$ cat src/rtl/serial_add_pkg.sv
// serial_add_pkg
//   Shared definitions for the bit-serial adder controller.
//   - state_t       : controller FSM states (IDLE / RUN / DONE)
//   - DEFAULT_WIDTH : default operand/result width in bits
package serial_add_pkg;

  typedef enum logic [1:0] {
    IDLE = 2'd0,
    RUN  = 2'd1,
    DONE = 2'd2
  } state_t;

  localparam int unsigned DEFAULT_WIDTH = 8;

endpackage

$ cat src/rtl/serial_add_ctrl_full_adder.sv
// full_adder
//   Single-bit full adder, the only arithmetic element of the serial adder.
//   Ports:
//     a, b  : input addend bits
//     ci    : carry in
//     s     : sum bit
//     co    : carry out
module full_adder (
  input  logic a,
  input  logic b,
  input  logic ci,
  output logic s,
  output logic co
);

  assign s  = a ^ b ^ ci;
  assign co = (a & b) | (a & ci) | (b & ci);

endmodule

$ cat src/rtl/serial_add_ctrl.sv
// serial_add_ctrl
//   Bit-serial adder: one full adder is sequenced LSB first, one bit per
//   clock, over WIDTH cycles. Valid/ready handshake on both sides, no
//   overlap of operations.
//   Optional feature: define SERIAL_ADD_SUB_EN to add the Sub input
//   (A - B, Cout=1 means no borrow).
//   Ports:
//     Clk, Rst_N          : clock, asynchronous active-low reset
//     In_Valid / In_Ready : operand handshake (A, B, Cin [, Sub])
//     A, B, Cin           : operands and carry in
//     Out_Valid/Out_Ready : result handshake (Sum, Cout)
//     Sum, Cout           : result (partial values while running)
//     Busy                : high whenever the FSM is not IDLE
module serial_add_ctrl
  import serial_add_pkg::*;
#(
  parameter int unsigned WIDTH = DEFAULT_WIDTH
) (
  input  logic             Clk,
  input  logic             Rst_N,
  input  logic             In_Valid,
  output logic             In_Ready,
  input  logic [WIDTH-1:0] A,
  input  logic [WIDTH-1:0] B,
  input  logic             Cin,
`ifdef SERIAL_ADD_SUB_EN
  input  logic             Sub,
`endif
  output logic             Out_Valid,
  input  logic             Out_Ready,
  output logic [WIDTH-1:0] Sum,
  output logic             Cout,
  output logic             Busy
);

  localparam int unsigned CNT_W = $clog2(WIDTH);
  localparam logic [CNT_W-1:0] LAST_BIT = CNT_W'(WIDTH - 1);

  state_t           state_q, state_d;
  logic [WIDTH-1:0] a_q, a_d;
  logic [WIDTH-1:0] b_q, b_d;
  logic [WIDTH-1:0] sum_q, sum_d;
  logic             carry_q, carry_d;
  logic [CNT_W-1:0] cnt_q, cnt_d;

  logic fa_b;
  logic fa_s;
  logic fa_co;

`ifdef SERIAL_ADD_SUB_EN
  logic sub_q, sub_d;
  // Subtraction is A + ~B + 1: invert B into the adder, start carry at 1.
  assign fa_b = b_q[0] ^ sub_q;
`else
  assign fa_b = b_q[0];
`endif

  full_adder u_fa (
    .a  (a_q[0]),
    .b  (fa_b),
    .ci (carry_q),
    .s  (fa_s),
    .co (fa_co)
  );

  always_ff @(posedge Clk or negedge Rst_N) begin
    if (!Rst_N) begin
      state_q <= IDLE;
      a_q     <= '0;
      b_q     <= '0;
      sum_q   <= '0;
      carry_q <= 1'b0;
      cnt_q   <= '0;
`ifdef SERIAL_ADD_SUB_EN
      sub_q   <= 1'b0;
`endif
    end else begin
      state_q <= state_d;
      a_q     <= a_d;
      b_q     <= b_d;
      sum_q   <= sum_d;
      carry_q <= carry_d;
      cnt_q   <= cnt_d;
`ifdef SERIAL_ADD_SUB_EN
      sub_q   <= sub_d;
`endif
    end
  end

  always_comb begin
    state_d   = state_q;
    a_d       = a_q;
    b_d       = b_q;
    sum_d     = sum_q;
    carry_d   = carry_q;
    cnt_d     = cnt_q;
`ifdef SERIAL_ADD_SUB_EN
    sub_d     = sub_q;
`endif
    In_Ready  = 1'b0;
    Out_Valid = 1'b0;
    Busy      = 1'b1;

    case (state_q)
      IDLE: begin
        In_Ready = 1'b1;
        Busy     = 1'b0;
        if (In_Valid) begin
          a_d   = A;
          b_d   = B;
          cnt_d = '0;
`ifdef SERIAL_ADD_SUB_EN
          sub_d   = Sub;
          carry_d = Sub ? 1'b1 : Cin;
`else
          carry_d = Cin;
`endif
          state_d = RUN;
        end
      end

      RUN: begin
        // Sum fills from the MSB end; after WIDTH shifts bit 0 of the
        // result has reached Sum[0].
        a_d     = a_q >> 1;
        b_d     = b_q >> 1;
        sum_d   = {fa_s, sum_q[WIDTH-1:1]};
        carry_d = fa_co;
        cnt_d   = cnt_q + CNT_W'(1);
        if (cnt_q == LAST_BIT) begin
          state_d = DONE;
        end
      end

      DONE: begin
        Out_Valid = 1'b1;
        if (Out_Ready) begin
          state_d = IDLE;
        end
      end

      default: begin
        state_d = IDLE;
      end
    endcase
  end

  assign Sum  = sum_q;
  // The carry register holds the carry out of the last processed bit.
  assign Cout = carry_q;

endmodule

$ cat config.mk
export PLATFORM = sky130hd
export DESIGN_NAME = serial_add_ctrl
export DESIGN_NICKNAME = d
export VERILOG_FILES = /design/src/rtl/serial_add_pkg.sv /design/src/rtl/serial_add_ctrl_full_adder.sv /design/src/rtl/serial_add_ctrl.sv
export SDC_FILE = /design/constraint.sdc
export NUM_CORES = 1
export LEC_CHECK = 0
export BUFFER_PORTS_ARGS = -buffer_cell sky130_fd_sc_hd__clkbuf_2
export CAP_MARGIN = 20
export CORE_ASPECT_RATIO = 2
export CORE_UTILIZATION = 45
export CTS_CLUSTER_SIZE = 14
export DETAILED_ROUTE_END_ITERATION = 16
export GPL_TIMING_DRIVEN = 0
export PLACE_DENSITY = 0.8
export SLEW_MARGIN = 0
export SYNTH_ARGS = -nofsm -noshare
export SYNTH_HDL_FRONTEND = slang
export SYNTH_SLANG_ARGS = --single-unit
$ cat constraint.sdc
create_clock -name Clk -period 1.6 [get_ports Clk]
set_clock_uncertainty 0.1 [all_clocks]
set_input_delay 0 -clock Clk [delete_from_list [all_inputs] [get_ports Clk]]
set_output_delay 0 -clock Clk [all_outputs]
set_load 0.005 [all_outputs]
==> metrics.md, run 1 <==
| Metric | Value |
|---|---|
| Element type at the critical path end | `register` |
| Adder-cell area share of the yosys netlist | `0.0318` |
| Hold_ws | `0.00540 ns` |
| Final Cell Area | `1870 µm²` |
| CP startpoint kind | `register` |
| Starting Density | `0.476` |
| First-pass GRT wire length | `5.60 mm` |
| Routed vias/inst | `5.64` |
| Max-cap viol count | `0` |
| Hold-critical path depth | `3` |
| Leak pwr | `0.860 nW` |
| Synth Area in Simple Gates | `0.154` |
| DR iter-0 viols | `22` |
| RSZ-0062 raised after global routing | `false` |
| Core ar. | `2980 µm²` |
| Ys async rst share | `1.00` |
| Post-Route WL | `3.12 mm` |
| Fmax | `661 MHz` |
| Top Ports | `33` |
| Site Rows | `28` |
| Clock latency on the worst-skew pair | `0.28 ns` |
| Via count | `1,094` |
| Post-DRT Antenna Nets | `0` |
| Clock sinks | `30` |
| Synth Area per Inst | `13.1 µm²` |
| Required @ worst endpoint | `1.67 ns` |
| Int Pwr | `2.21 mW` |
| Top post-synthesis cells by count | `30 x dfrtp_1, 10 x o221a_2, 10 x or4b_1` |
| PwrDens | `1780 nW/µm²` |
| Worst-margin pin slew | `0.733 ns` |
| Pin count of the biggest net entering global routing | `31` |
| Layout cells sized above 1 | `0.372` |
| Fill cells | `235` |
| DP Wirelength | `2.16 mm` |
| Sequential fraction of design power | `0.415` |
| Setup_tns | `0 ns` |
| Layout area overhead | `31.7%` |
| Yosys warns | `0` |
| Routed WL per cell | `16.1 µm` |
| Crit path DAT | `1.58 ns` |
| Pins Over Slew Limit | `0` |
| Port buffer count | `32` |
| TritonRoute pass-1 iters | `4` |
| Worst R2R Path Depth | `3` |
| Cell Area, Synth | `1420 µm²` |
| Worst min-delay path category | `in -> reg` |
| Final routed DRC violation total | `0` |
| Final core utilization | `0.626` |
| Vias in the first global route | `1,192` |
| Total grt overflow | `0` |
| Slew HR | `0.511` |
| Post-synthesis mux area share | `0.0707` |
| Leading register cell type out of synthesis | `dfrtp_1` |
| Post-synth cell types | `26` |
| Number of synthesized flops with an enable pin | `0` |
| GR Util All Layers | `0.223` |
| Clock Tree Buf Depth | `2` |
| Synth Register Bits | `30` |
| Register area share after synthesis | `0.530` |
| Maximum VDD drop | `0.00108 V` |
| CTS Buf Count | `5` |
| Logic pwr share | `0.398` |
| GP Congestion | `0.766` |
| Tcrit/Tclk final | `0.945` |
| Final Hold Fails | `0` |
| Psw | `1.11 mW` |
| Worst Path Max Fanout | `10` |
| Most numerous cell in the Yosys netlist | `dfrtp_1` |
| Fin crit period | `1.51 ns` |
| H-tree levels | `2` |
| Placed Area | `1610 µm²` |
| Synthesized Nets | `132` |
| Largest family of logic cells by synthesized area | `compound AO/OA/AOI/OAI gates` |
| Die area | `3390 µm²` |
| Antenna cells | `0` |
| Root buf cell | `clkbuf_8` |
| Mapped Cells | `108` |
| Initial antenna violation count | `0` |
| Synth area leaders | `dfrtp_1 53%, o221a_2 8.0%, or4b_1 7.1%` |
| Sw Ratio | `0.336` |
| Die Span Y | `81.3 µm` |
| Synth Area in Compound Gates | `0.159` |
| Setup violations, final | `0` |
| Outcome | `complete, no violations` |
| Clock transition at path regs | `0.06 ns` |
| CTS tree | `yes` |
| Clock Power Share | `0.187` |
| Share of the synthesized area in the top cell type | `0.530` |
| Post-synthesis xor/xnor area fraction | `0` |
| Area leader, netlist | `dfrtp_1` |
| Final Net Count | `187` |
| Die X | `41.7 µm` |
| Critical path type | `reg -> reg` |
## what timing repair did
action,CTS,global route
hold endpoints to repair,45,0
gates resized for setup,0,0
setup buffers,0,0
hold buffers,16,0
## routing by layer
metal,GRT usage,part of all wire
met5,0,0
met4,0.116,0.026
met3,0.0511,0.038
met2,0.397,0.55
met1,0.242,0.39
## layout by cell type (no fill, tap or decap), drive strengths merged, types with 2 or more instances in the layout
cell,netlist,final
nor4b,3,3
o221a,10,10
a222oi,2,2
a22o,3,3
or4b,10,10
nand2b,3,3
buf,9,9
ha,2,2
nand2,2,2
nor3b,3,3
nor2b,4,4
mux2,8,8
a211oi,3,3
clkbuf,0,39
dfrtp,30,30
inv,7,7
dlygate4sd3,0,16
## worst paths after layout
| check | from | to | slack (ns) |
|---|---|---|---|
| worst max-delay path | state_q[1] | a_q[6] | 0.09 |
| worst min-delay path | Cin | Cout | 0.005 |
| worst max register to register | state_q[1] | a_q[6] | 0.09 |
| worst min register to register | cnt_q[0] | cnt_q[0] | 0.38 |
| max in group asynchronous | Rst_N | Sum[4] | 0.72 |
| min in group asynchronous | Rst_N | b_q[4] | 0.21 |
## critical path: stages, from the launching register on
cell and delay (ns):
dfrtp_1 0.41, buf_2 0.19, or4b_1 0.56, o221a_2 0.14
## sequential cells by signal, summed over array words and instances (netlist names)
name,count
cnt_q,3
state_q,2
a_q,8
b_q,8
Sum,8
Cout,1
## through the flow
step	worst slack, ns	instances	total power, mW
finish	0.0874	194	3.32
global route	0.0531	194	3.58
CTS	0.0800	194	3.35
detailed placement	0.0925	170	2.69
global placement	0.130	170	2.60
floorplan	0.217	108	2.25
## final cells by class
type                            count  area [µm²]  share of cell area
Timing Repair Buffer               48         320               0.172
Clock buffer                        7        86.3              0.0463
Clock inverter                      1        5.00             0.00268
Sequential cell                    30         751               0.402
Multi-Input combinational cell     62         588               0.315
Tap cell                           30        37.5              0.0201
Inverter                            7        26.3              0.0141
Buffer                              9        51.3              0.0275
## power groups by stage
| stage | combinational [mW] | sequential (mW) | clock, mW |
|---|---|---|---|
| final | 1.32 | 1.38 | 0.621 |
| after detailed placement | 1.30 | 1.39 | 0 |
| after floorplan | 0.927 | 1.33 | 0 |
| after global placement | 1.23 | 1.36 | 0 |
| after global routing | 1.48 | 1.43 | 0.668 |
| after CTS | 1.34 | 1.38 | 0.635 |
## cell families (layout without fill, tap and decap cells)
family | Yosys count | count (layout)
AO/OA/AOI/OAI | 23 | 23
multiplexers | 9 | 9
flip-flops | 30 | 30
buffers and inverters | 16 | 72
adder cells (fa/ha/maj) | 3 | 3
AND/OR/NAND/NOR | 27 | 27
(Power assumes the default switching activity.)
==> inputs of run 2 (changes only) <==
- CELL_PAD_IN_SITES_DETAIL_PLACEMENT: default -> 2
- CELL_PAD_IN_SITES_GLOBAL_PLACEMENT: default -> 2
- CORE_UTILIZATION: 45 -> 35
- PLACE_DENSITY: 0.8 -> 0.89
- SKIP_CTS_REPAIR_TIMING: default -> 1
==> metrics.md, run 2 (synthesis results as in run 1) <==
| Metric | Value |
|---|---|
| CTS tree | `yes` |
| DP Wirelength | `2.81 mm` |
| Required @ worst endpoint | `1.66 ns` |
| Max-cap viol count | `0` |
| Met3 usage | `0.0433` |
| Pin count of the biggest net entering global routing | `31` |
| CP top delay family | `simple AND/OR/NAND/NOR gates` |
| Clock transition at path regs | `0.07 ns` |
| H-tree levels | `2` |
| Slowest stage delay, CP | `0.52 ns` |
| DR iter-0 viols | `14` |
| Worst min-delay path category | `in -> reg` |
| Setup violations, final | `0` |
| Failing checks | `hold timing` |
| Slowest stage cell, crit path | `or4b_1` |
| Root buf cell | `clkbuf_8` |
| Sequential fraction of design power | `0.394` |
| Grt peak-use layer | `met2` |
| Setup_tns | `0 ns` |
| Layout area overhead | `31.1%` |
| GR Util met1 | `0.218` |
| Layout cells sized above 1 | `0.377` |
| CTS Buf Count | `5` |
| CP startpoint kind | `register` |
| RSZ-0062 raised after global routing | `false` |
| Buf+Inv Stages, Crit Path | `1` |
| Die area | `4320 µm²` |
| Crit path cell chain | `buf_6 > or4b_1 > o221a_2` |
| Most common cell after layout, fill and taps aside | `clkbuf_2` |
| Die X | `47.0 µm` |
| Die Span Y | `92.0 µm` |
| Psw | `1.19 mW` |
| Total grt overflow | `0` |
| Overall power | `3.51 mW` |
| Clock Tree Buf Depth | `2` |
| Routed WL per cell | `18.5 µm` |
| Clock Power Share | `0.213` |
| Clock sinks | `30` |
| Vias in the first global route | `1,148` |
| Met2 GRT Util | `0.356` |
| Port buffer count | `32` |
| PwrDens | `1890 nW/µm²` |
| Sw Ratio | `0.338` |
| Site Rows | `32` |
| First-pass GRT wire length | `6.04 mm` |
| Most frequent cells in the layout | `32 x clkbuf_2, 30 x dfrtp_1, 11 x dlygate4sd3_1, 10 x or4b_1, 10 x o221a_2` |
| Final Hold Fails | `4` |
| Hold_ws | `-0.0261 ns` |
| Worst-margin pin slew | `0.767 ns` |
| Post-Route WL | `3.88 mm` |
| Initial antenna violation count | `0` |
| Maximum VDD drop | `0.000863 V` |
| TritonRoute pass-1 iters | `5` |
| Crit path DAT | `1.59 ns` |
| Final routed DRC violation total | `0` |
| GP Congestion | `0.756` |
| Worst Path Max Fanout | `10` |
| Starting Density | `0.368` |
| Antenna cells | `0` |
| Post-DRT Antenna Nets | `0` |
| Fin crit period | `1.53 ns` |
| Final Net Count | `182` |
| Element type at the critical path end | `register` |
| Int Pwr | `2.33 mW` |
| Logic pwr share | `0.393` |
| Critical path type | `reg -> reg` |
| Via count | `1,091` |
| Routed vias/inst | `5.20` |
| Core ar. | `3840 µm²` |
| Leak pwr | `0.843 nW` |
| Tcrit/Tclk final | `0.954` |
| Slew HR | `0.489` |
| Pins Over Slew Limit | `0` |
| Outcome | `finished, violations left` |
| Clock latency on the worst-skew pair | `0.28 ns` |
| GR Util All Layers | `0.203` |
| Top Ports | `33` |
| Fmax | `655 MHz` |
==> run 2: cell count changes in the layout (fill, tap and decap cells not counted), sizes merged <==
cell / change
clkinv: -1
dlygate4sd3: -5
bufinv: +1
==> run 2: tightest hold or removal path: cells and delay by family <==
| family | cells | cell delay (ns) |
|---|---|---|
| AO/OA/AOI/OAI | 1 | 0.16 |
| buffers and inverters | 1 | 0.07 |
| AND/OR/NAND/NOR | 1 | 0.09 |
==> run 2: worst paths after layout <==
kind,from,end,slack (ns),depth (start not counted)
hold / removal,B[0],b_q[0],-0.03,3
setup reg to reg,state_q[0],a_q[4],0.07,3
setup / recovery,state_q[0],a_q[4],0.07,3
hold reg to reg,cnt_q[0],cnt_q[0],0.38,1
max in group asynchronous,Rst_N,b_q[0],0.69,2
min in group asynchronous,Rst_N,b_q[3],0.22,2
==> run 2: power by group through the flow <==
stage,clock [mW],combinational (mW),sequential [mW]
global route,0.801,1.56,1.43
detailed placement,0,1.38,1.40
floorplan,0,0.927,1.33
CTS,0.761,1.40,1.39
global placement,0,1.26,1.37
finish,0.748,1.38,1.39
==> run 2: per-stage QoR <==
stage          std cells  hold slack (ns)   util  cell area, µm²  setup WS, ns
6_report             210          -0.0261  0.483            1860        0.0741
5_1_grt              210          0.00710  0.483            1860        0.0356
3_5_place_dp         191          0.00826  0.427            1640        0.0706
4_1_cts              199           -0.296  0.454            1750        0.0470
3_3_place_gp         191          -0.0109  0.427            1640         0.118
2_1_floorplan        108           -0.396      -            1420         0.217
==> run 2: layout make-up <==
type / instances / area [µm²]
fill: 432 / 1990
inverter: 7 / 26.3
sequential: 30 / 751
clock inverter: 1 / 30.0
tap: 51 / 63.8
timing repair buffer: 43 / 270
clock buffer: 7 / 76.3
buffer: 9 / 51.3
multi-input combinational: 62 / 588
==> run 2: per-layer routing <==
layer	vias to the layer above	wire length, µm
li1	511	-
met1	547	1450
met2	28	2220
met3	5	141
met4	0	73
met5	-	0
==> inputs of run 3 (changes only) <==
- CORE_UTILIZATION: 35 -> 36
- CTS_BUF_LIST: default -> sky130_fd_sc_hd__clkbuf_8
- CTS_CLUSTER_DIAMETER: default -> 30
- PLACE_DENSITY: 0.89 -> 0.91
==> metrics.md, run 3 (synthesis results as in run 1) <==
| Metric | Value |
|---|---|
| Final Cell Area | `1850 µm²` |
| PwrDens | `1870 nW/µm²` |
| Maximum VDD drop | `0.000792 V` |
| Final core utilization | `0.503` |
| Total grt overflow | `0` |
| DP Wirelength | `2.89 mm` |
| Routed vias/inst | `5.26` |
| Fin crit period | `1.54 ns` |
| CP startpoint kind | `register` |
| Element type at the critical path end | `register` |
| Crit path DAT | `1.62 ns` |
| Setup violations, final | `0` |
| Site Rows | `31` |
| GP Congestion | `0.735` |
| Hold path start | `B[3]` |
| Pin count of the biggest net entering global routing | `31` |
| Setup ws final | `0.0561 ns` |
| Final routed DRC violation total | `0` |
| Leak pwr | `0.844 nW` |
| Most common cell after layout, fill and taps aside | `clkbuf_2` |
| Slew HR | `0.497` |
| Required @ worst endpoint | `1.67 ns` |
| Max-cap viol count | `0` |
| Fmax | `648 MHz` |
| TritonRoute pass-1 iters | `4` |
| Routed WL per cell | `19.2 µm` |
| RSZ-0062 raised after global routing | `true` |
| Die area | `4200 µm²` |
| Pins Over Slew Limit | `0` |
| Root buf cell | `clkbuf_8` |
| Layout area overhead | `30.9%` |
| Final Hold Fails | `4` |
| Worst min-delay path category | `in -> reg` |
| Port buffer count | `32` |
| Hold-critical path depth | `3` |
| Placed Area | `1640 µm²` |
| Outcome | `finished, violations left` |
| Clock sinks | `30` |
| Pre-CTS setup slack | `0.0173 ns` |
| Tcrit/Tclk final | `0.965` |
| CTS tree | `yes` |
| Core ar. | `3680 µm²` |
| Top Ports | `33` |
| Vias in the first global route | `1,164` |
| Fill cells | `372` |
| Clock latency on the worst-skew pair | `0.29 ns` |
| CTS Buf Count | `5` |
| Hold_ws | `-0.0258 ns` |
| Layout cells sized above 1 | `0.396` |
| Post-DRT Antenna Nets | `0` |
| Worst-margin pin slew | `0.755 ns` |
| Initial antenna violation count | `0` |
| Critical path type | `reg -> reg` |
| Final Net Count | `182` |
| Most frequent cells in the layout | `32 x clkbuf_2, 29 x dfrtp_1, 11 x dlygate4sd3_1, 10 x o221a_2, 9 x or4b_1` |
| Die X | `46.4 µm` |
| Die Span Y | `90.7 µm` |
| Clock Tree Buf Depth | `2` |
| Reg-to-reg endpoint | `a_q[4]` |
| Worst r2r src | `state_q[1]` |
| Reg2Reg Setup Slack | `0.06 ns` |
| Setup_tns | `0 ns` |
| Worst Path Max Fanout | `10` |
| Via count | `1,095` |
| Antenna cells | `0` |
| GR Util All Layers | `0.212` |
| Worst R2R Path Depth | `3` |
| Post-Route WL | `4.00 mm` |
| Clock transition at path regs | `0.07 ns` |
| Failing checks | `hold timing` |
| Worst Hold End | `b_q[3]` |
| H-tree levels | `2` |
| First-pass GRT wire length | `6.11 mm` |
| DR iter-0 viols | `19` |
| Starting Density | `0.384` |
-- run 3: changes by cell type in the layout (fill, tap and decap cells not counted) --
cell,delta
o21bai_4,+1
clkbuf_4,+1
inv_1,+1
o21bai_2,-1
dfrtp_1,-1
bufinv_16,-1
dfrtp_2,+1
buf_2,-1
or4b_1,-1
or4b_4,+1
clkbuf_8,+1
clkbuf_1,-2
clkinv_2,+1
-- run 3: layout make-up --
type	instances	area, µm²	share of cell area
inverters	7	26.3	0.0142
multi-input cells	62	599	0.323
plain buffers	9	53.8	0.0290
well taps	49	61.3	0.0331
flip-flops and latches	30	752	0.406
clock buffers	6	82.6	0.0445
repair buffers	43	270	0.146
clock inverters	2	8.76	0.00472
-- run 3: worst max-delay path by stage --
stage	start	end	depth (start not counted)
floorplan	state_q[1]	a_q[3]	3
global placement	state_q[1]	a_q[4]	3
detailed placement	state_q[1]	a_q[4]	3
CTS	state_q[1]	a_q[4]	3
global route	state_q[1]	Sum[7]	3
finish	state_q[1]	a_q[4]	3
-- run 3: per-stage QoR --
| stage | hold WS, ns | cells | total power [mW] |
|---|---|---|---|
| final | -0.0258 | 208 | 3.47 |
| after global routing | 0.00437 | 208 | 3.71 |
| after CTS | -0.310 | 197 | 3.49 |
| after detailed placement | 0.00860 | 189 | 2.82 |
| after global placement | -0.0229 | 189 | 2.63 |
| after floorplan | -0.396 | 108 | 2.25 |
-- run 3: report_power, final --
part	internal, mW	switching (mW)	total (mW)
clock	0.340	0.293	0.633
combinational	0.756	0.670	1.43
sequential	1.13	0.279	1.41
-- run 3: routing by layer --
| layer | track usage | wire (µm) | vias to the layer above |
|---|---|---|---|
| met3 | 0.0440 | 124 | 6 |
| met2 | 0.369 | 2360 | 25 |
| met5 | 0 | 0 | - |
| met1 | 0.221 | 1430 | 553 |
| met4 | 0.103 | 90 | 0 |
| li1 | - | - | 511 |
-- run 3: critical path, stage by stage, from the launching register on --
cell and delay [ns]:
dfrtp_2 0.44, buf_2 0.19, or4b_4 0.56, o221a_2 0.14
